--- src/rtl/elbeth_rf_wb_arbiter.sv ---
//------------------------------------------------------------------------------
// Module   : elbeth_rf_wb_arbiter
// Purpose  : Shares the register-file write port between the execute stage
//            (fixed priority) and a FIFO-buffered lsu writeback stream.
// Revision : 1.0 - initial release
//------------------------------------------------------------------------------
`default_nettype none

module elbeth_rf_wb_arbiter #(
  parameter int FIFO_DEPTH   = 2,
  parameter int STARVE_LIMIT = 4,
  parameter int AGE_W        = 3
) (
  input  logic        clk,
  input  logic        rst,
  input  logic        exs_wb_valid,
  input  logic [4:0]  exs_rd_addr,
  input  logic [31:0] exs_rd_data,
  input  logic        lsu_wb_valid,
  output logic        lsu_wb_ready,
  input  logic [4:0]  lsu_rd_addr,
  input  logic [31:0] lsu_rd_data,
  output logic [4:0]  rd_addr,
  output logic [31:0] rd_data,
  output logic        ctrl_w_enable,
  output logic        stall_req,
  output logic [31:0] pending_mask,
  output logic        err_collision
);

  localparam int c_PW = $clog2(FIFO_DEPTH);
  localparam int c_CW = c_PW + 1;

  logic [4:0]       r_q_addr [FIFO_DEPTH];
  logic [31:0]      r_q_data [FIFO_DEPTH];
  logic [c_PW-1:0]  r_wptr;
  logic [c_PW-1:0]  r_rptr;
  logic [c_CW-1:0]  r_count;
  logic [AGE_W-1:0] r_age;
  logic             r_stall;
  logic             r_err;
  logic             r_wen;
  logic             r_from_lsu;
  logic [4:0]       r_rd_addr;
  logic [31:0]      r_rd_data;

  logic             w_ready;
  logic             w_push;
  logic             w_store;
  logic             w_empty;
  logic             w_pop;
  logic [31:0]      w_mask;

  // Ready looks only at the registered count so it never depends on a same-cycle pop.
  always_comb begin
    w_ready = (r_count < c_CW'(FIFO_DEPTH)) && !rst;
    w_push  = lsu_wb_valid && w_ready;
    w_store = w_push && (lsu_rd_addr != 5'd0);
    w_empty = (r_count == '0);
    w_pop   = !exs_wb_valid && !w_empty;
  end

  always_ff @(posedge clk) begin
    if (w_store) begin
      r_q_addr[r_wptr] <= lsu_rd_addr;
      r_q_data[r_wptr] <= lsu_rd_data;
    end
  end

  always_ff @(posedge clk) begin
    if (rst) begin
      r_wptr     <= '0;
      r_rptr     <= '0;
      r_count    <= '0;
      r_age      <= '0;
      r_stall    <= 1'b0;
      r_err      <= 1'b0;
      r_wen      <= 1'b0;
      r_from_lsu <= 1'b0;
      r_rd_addr  <= '0;
      r_rd_data  <= '0;
    end else begin
      if (w_store) r_wptr <= r_wptr + 1'b1;
      if (w_pop)   r_rptr <= r_rptr + 1'b1;
      r_count <= r_count + c_CW'(w_store) - c_CW'(w_pop);

      if (w_empty || w_pop)
        r_age <= '0;
      else if (r_age != '1)
        r_age <= r_age + 1'b1;

      r_stall <= (r_age >= AGE_W'(STARVE_LIMIT));
      r_err   <= r_err | (r_stall & exs_wb_valid);

      if (exs_wb_valid) begin
        r_rd_addr  <= exs_rd_addr;
        r_rd_data  <= exs_rd_data;
        r_wen      <= (exs_rd_addr != 5'd0);
        r_from_lsu <= 1'b0;
      end else if (w_pop) begin
        r_rd_addr  <= r_q_addr[r_rptr];
        r_rd_data  <= r_q_data[r_rptr];
        r_wen      <= 1'b1;
        r_from_lsu <= 1'b1;
      end else begin
        r_wen      <= 1'b0;
        r_from_lsu <= 1'b0;
      end
    end
  end

  // A slot is live when its distance from the read pointer is below the count.
  always_comb begin
    w_mask = '0;
    for (int i = 0; i < FIFO_DEPTH; i++) begin
      if ({1'b0, c_PW'(i) - r_rptr} < r_count)
        w_mask[r_q_addr[i]] = 1'b1;
    end
    if (r_wen && r_from_lsu)
      w_mask[r_rd_addr] = 1'b1;
    w_mask[0] = 1'b0;
  end

  assign lsu_wb_ready  = w_ready;
  assign rd_addr       = r_rd_addr;
  assign rd_data       = r_rd_data;
  assign ctrl_w_enable = r_wen;
  assign stall_req     = r_stall;
  assign err_collision = r_err;
  assign pending_mask  = w_mask;

endmodule

`default_nettype wire

--- config.mk ---
export PLATFORM = sky130hd
export DESIGN_NAME = elbeth_rf_wb_arbiter
export DESIGN_NICKNAME = d
export VERILOG_FILES = /design/src/rtl/elbeth_rf_wb_arbiter.sv
export SDC_FILE = /design/constraint.sdc
export NUM_CORES = 1
export LEC_CHECK = 0
export ABC_CLOCK_PERIOD_IN_PS = 2900
export BUFFER_PORTS_ARGS = -buffer_cell sky130_fd_sc_hd__buf_2
export CAP_MARGIN = 20
export CORE_AREA = 2 2 112 114
export DETAILED_ROUTE_END_ITERATION = 10
export DIE_AREA = 0 0 114 116
export MAX_ROUTING_LAYER = met4
export PLACE_DENSITY = 0.76
export SETUP_SLACK_MARGIN = 0.3
export SYNTH_ARGS = -nofsm -noshare
export SYNTH_HDL_FRONTEND = slang
export SYNTH_SLANG_ARGS = --single-unit
--- constraint.sdc ---
create_clock -name clk -period 2.9 [get_ports clk]
set_clock_uncertainty 0.05 [all_clocks]
set_input_delay 0.145 -clock clk [delete_from_list [all_inputs] [get_ports clk]]
set_output_delay 0.145 -clock clk [all_outputs]
set_load 0.05 [all_outputs]
Word-level counts from Yosys, hierarchy flattened

Memories as Yosys holds them, arrays and structs flattened. A register that Yosys moved wholly into a read port is not among the register bits.
Index checks and enable logic that the tools add are counted.

Bits of input ports: 78
Bits in registers: 48
Memories kept: 2
RAM bits: 74
Word-level logic and storage cells: 73
Bits in latches: 0
Output and inout bits: 73
Bits in read-only memories: 0

Memories:

| memory   | depth | width | rd ports | clocked after Yosys merged registers in | wr ports | RTL line | RTL |
|---|---|---|---|---|---|---|---|
| r_q_data | 2     | 32    | 1        | 1                                       | 1        | 35       | `logic [31:0] r_q_data [FIFO_DEPTH];` |
| r_q_addr | 2     | 5     | 3        | 1                                       | 1        | 34       | `logic [4:0] r_q_addr [FIFO_DEPTH];` |

Order comparisons: 10
Multiply operators: 0
Divide/modulo/power cells: 0
Multiplexer cells: 21
Bitwise operators: 4
$add $sub $neg: 7
Reductions and logical operators: 18
Shift-type cells: 0
Equality and inequality tests: 1

Operators with widths:

| cell                | count |
|---|---|
| $mux 32             | 5 |
| $or 32x32->32       | 2 |
| $lt 5x6->1 const B  | 3 |
| $demux 1 s5         | 3 |
| $ge 5x1->1 const B  | 3 |
| $mux 1              | 11 |
| $mux 5              | 2 |
| $reduce_bool 5->1   | 2 |
| $logic_and 1x1->1   | 8 |
| $lt 1x2->1          | 2 |
| $reduce_or 2->1     | 2 |
| $add 3x1->3 const B | 1 |
| $ge 3x3->1 const B  | 1 |
| $logic_not 1->1     | 3 |
| $ne 3x3->1 const B  | 1 |
| $add 1x1->1 const B | 2 |
| $add 2x1->2         | 1 |
| $logic_not 2->1     | 1 |
| $lt 2x2->1 const B  | 1 |
| $reduce_bool 2->1   | 1 |
| $sub 1x1->1 const A | 2 |
| $sub 2x1->2         | 1 |
| $and 1x1->1         | 1 |
| $logic_or 1x1->1    | 1 |
| $or 1x1->1          | 1 |

Depth between registers and ports, before layout

An unclocked memory read counts as a cell.

Depth in word-level cells: 10
Depth in mapped cells: 8

Least setup slack after synthesis

Ideal clock, no wire load.

Kind: reg2reg
Start: reg r_count[1]
End: mem r_q_addr[0][0], enable pin
Library setup time: 0.431 ns
Buffers on the path: 1
Clock period less this slack: 2.805 ns
Data arrival time: 2.324 ns
Slack: 0.095 ns
Cell stages (with the launch flop): 5
Cells stage by stage: dfxtp_1 > buf_4 > nor2b_1 > o211ai_2 > nor2_1

Cells in the longest elaborated chain, start to end: 6

Ends and longest elaborated chain:

| element                      | RTL line | RTL |
|---|---|---|
| start, declared              | 38       | `logic [c_CW-1:0] r_count;` |
| start signal, assigned       | 85       | `r_count <= r_count + c_CW'(w_store) - c_CW'(w_pop);` |
| $lt 2x2->1                   | 56       | `w_ready = (r_count < c_CW'(FIFO_DEPTH)) && !rst;` |
| $logic_and 1x1->1            | 56       |  |
| $logic_and 1x1->1            | 57       | `w_push = lsu_wb_valid && w_ready;` |
| $logic_and 1x1->1            | 58       | `w_store = w_push && (lsu_rd_addr != 5'd0);` |
| $mux 1                       | 64       | `if (w_store) begin` |
| $mux 1 (implied by the code) | 65       | `r_q_addr[r_wptr] <= lsu_rd_addr;` |
| end, declared                | 34       |  |

No other way between the ends.

Final worst setup path

Start: reg r_count[1]
End: out pending_mask[25]

Cells in the longest elaborated chain, start to end: 6

Ends and longest elaborated chain:

| element                 | RTL line | RTL |
|---|---|---|
| $lt 1x2->1              | 116      | `if ({1'b0, c_PW'(i) - r_rptr} < r_count)` |
| $mux 32                 | 116      |  |
| $or 32x32->32 (no line) | --       |  |
| $mux 32 *               | 116      |  |
| $or 32x32->32 (no line) | --       |  |
| $mux 32 *               | 119      | `if (r_wen && r_from_lsu)` |
| end, declared           | 27       | `output logic [31:0] pending_mask,` |

Every way passes the cells marked *; elsewhere a longest branch is shown, timed or not.

==> results.yml <==
pwr:
  finalPower_w: 0.00603
  seq_power_share: 0.373
  clkPwrFrac: 0.346
  ir_drop_uv: 507
  power-per-cell-area_nw_per_um2: 771
  switching_share: 0.330
  p_comb_frac: 0.281
  p_switching_w: 0.00199
  p_int_w: 0.00404
  power_leakage_nw: 3.13
routing:
  viasPerCell: 5.64
  wirelength_um: 15800
  drcViolationCount: 0
  wl_per_cell_um: 18.1
  ant_nets: 0
  drt_iter0_drc: 344
  vias: 4921
  dr.pass1.iters: 5
logic_synthesis:
  synth_top_flop_cell: "edfxtp_1"
  synthArstFlopShare: 0
  syn_inst: 502
  synth_top_area_frac: 0.392
  muxShareOfSynthArea: 0.0688
  seq_area_frac_synth: 0.565
  synth-warning-count: 0
  synth_top_cells_by_area: "edfxtp_1 39%, dfxtp_1 17%, mux2i_1 6.9%"
  ys_ff_latch: 123
  synth_edf_count: 74
  synth_top_area_cell: "edfxtp_1"
  synth_compound_area_frac: 0.161
  synth_simple_gate_area_frac: 0.146
  synth_most_common_cell: "edfxtp_1"
  syn-num-nets: 585
  synth_top_family_by_area: "compound AO/OA/AOI/OAI gates"
  synthesis.area_um2: 5670
  synth_adder_area_share: 0.0110
  synth_common_cells: "74 x edfxtp_1, 72 x nand2_1, 49 x dfxtp_1, 41 x nor3_1, 39 x mux2i_1"
  avgSynthCellArea_um2: 11.3
  synth_xor_area_frac: 0.00463
  ys_types: 41
global_route:
  grt_pass1_vias: 5119
  track_usage: 0.251
  grt_pass1_wl_um: 24900
  grt_overflow_total: 0
  antenna_found_initial: 2
  grt_max_degree: 67
worst_setup_path:
  crit_arrival_ns: 2.24
  end_kind: "primary output"
  cp_slowest_cell: "dfxtp_2"
  rrSetupSlack_ns: 0.75
  worstPathMaxFanout: 23
  crit_start: "r_count[1]$_SDFF_PP0_"
  cp.required_ns: 2.71
  crit_type: "flop to primary output"
  worst_setup_path_start_kind: "flop"
  crit_chain: "a21o_1 -> nand3b_1 -> o221ai_1 -> buf_2"
  endpoint: "pending_mask[25]"
  reg2reg_from: "r_count[1]$_SDFF_PP0_"
  reg2regPathDepth: 4
  cp_slowest_stage_delay_ns: 0.67
  reg2reg_to: "r_age[0]$_SDFFE_PP0P_"
final_layout:
  final_nets: 794
  layout-drive-gt1-share: 0.286
  synthToLayoutAreaGrowth_pct: 37.9
sta:
  hold_violations: 0
  slew_headroom: 0.531
  fin_hold_ws_ns: 0.0776
  worstMarginPinSlew_ns: 0.703
  setup_slack_ns: 0.461
  rsz0062_at_grt: "false"
  tns_ns: 0
  fin_crit_sh: 0.841
  fin_crit_ns: 2.44
  finalSetupViolCount: 0
  max_freq_mhz: 410
  slew_violations: 0
cts:
  cts_inserted_buffers: 17
  clock-sinks: 123
  htreeDepth: 4
  cts_tree: "done"
  cts_max_path_buffers: 2
  clock_latency_ns: 0.40
  clkTransAtPathRegs_ns: 0.05
  cts_root_buf: "clkbuf_16"
  post_cts_resized: 0
place:
  gp_congestion: 0.876
  pre_cts_ws_ns: 0.630
  portBuffers: 149
  dpl.hpwl_um: 9500
die:
  die_width_um: 114
  ios: 151
  initial_utilization: 0.476
  rows: 40
  die_area_um2: 13200
  core_um2: 11900
  die-height_um: 116
min_path:
  hold_class: "input pin to flop"
run_status:
  status: "complete, no violations"
job:
  cap_violations: 0
per-stage QoR:
step,util,instance area [µm²],std cells
6_report,0.657,7820,873
5_1_grt,0.657,7820,873
4_1_cts,0.652,7770,869
3_5_place_dp,0.540,6430,763
3_3_place_gp,0.540,6430,763
2_1_floorplan,-,5670,502
worst max-delay path, delay by kind of cell, from the launching register on:
family,cells,cell delay (ns)
flops,1,0.67
simple gates,1,0.32
compound gates,2,0.53
buf+inv,1,0.31
repair_timing:
item | 4_1_cts | 5_1_grt
hold buffers | 74 | 0
hold endpoints to repair | 111 | 0
buffers inserted | 0 | 0
worst min-delay path by stage:
stage	depth (start not counted)	start	endpoint	slack, ns
final	3	exs_wb_valid	rd_addr[1]$_SDFFE_PP0P_	0.08
after CTS	3	exs_wb_valid	rd_addr[3]$_SDFFE_PP0P_	0.07
after detailed placement	1	lsu_rd_data[19]	r_q_data[0][19]$_DFFE_PP_	0.29
after global placement	1	lsu_rd_data[26]	r_q_data[1][26]$_DFFE_PP_	0.29
after global routing	3	exs_wb_valid	rd_addr[2]$_SDFFE_PP0P_	0.11
after floorplan	0	lsu_rd_addr[0]	r_q_addr[0][0]$_DFFE_PP_	0.19
metal layers:
metal / part of all wire / global-route usage
met1: 0.41 / 0.281
met2: 0.50 / 0.427
met3: 0.072 / 0.0628
met4: 0.019 / 0.112
met5: 0 / -
cells in the final DEF, fill, tap and decap left out, drive strengths merged, types with 3 or more instances in the layout:
cell / netlist / final
a211o: 37 / 37
a21oi: 40 / 40
and3b: 3 / 3
buf: 21 / 157
clkbuf: 20 / 25
clkinv: 0 / 4
dfxtp: 49 / 49
dlygate4sd3: 0 / 74
edfxtp: 74 / 74
ha: 5 / 5
inv: 5 / 5
mux2i: 39 / 39
nand2: 72 / 72
nand3: 4 / 4
nand3b: 8 / 8
nor2: 17 / 17
nor2b: 5 / 5
nor3: 41 / 41
nor3b: 3 / 3
o21ai: 5 / 5
o221ai: 31 / 31
or3: 3 / 3
or3b: 3 / 3
cells by family after synthesis:
logic type	Yosys count
and+or+nand+nor	168
other	1
xor gates and xnor gates	3
DFF	123
buffers and inverters	46
adders and majority gates	5
muxes	39
AOI/OAI and AO/OA	117
final cells by class:
cell class	count	area, µm²
Fill cell	915	4090
Clock inverter	7	87.6
Clock buffer	25	507
Sequential cell	123	3210
Multi-Input combinational cell	333	2230
Tap cell	147	184
Antenna cell	2	5.00
Inverter	5	18.8
Timing Repair Buffer	231	1580
power by group through the flow:
stage	clock, W	combinational (W)	sequential [W]
after detailed placement	0	0.00157	0.00228
after floorplan	0	0.00106	0.00246
after global placement	0	0.00153	0.00227
after global routing	0.00218	0.00182	0.00228
final	0.00209	0.00169	0.00225
after CTS	0.00210	0.00165	0.00225
sequential cells by signal, indices dropped and copies added (netlist names), named ones only:
name           flops
r_q_data          64
err_collision      1
rd_addr            5
r_from_lsu         1
r_wptr             1
r_count            2
ctrl_w_enable      1
r_age              3
stall_req          1
r_rptr             1
r_q_addr          10
rd_data           32
No activity file was read; power rests on OpenSTA's default activity.
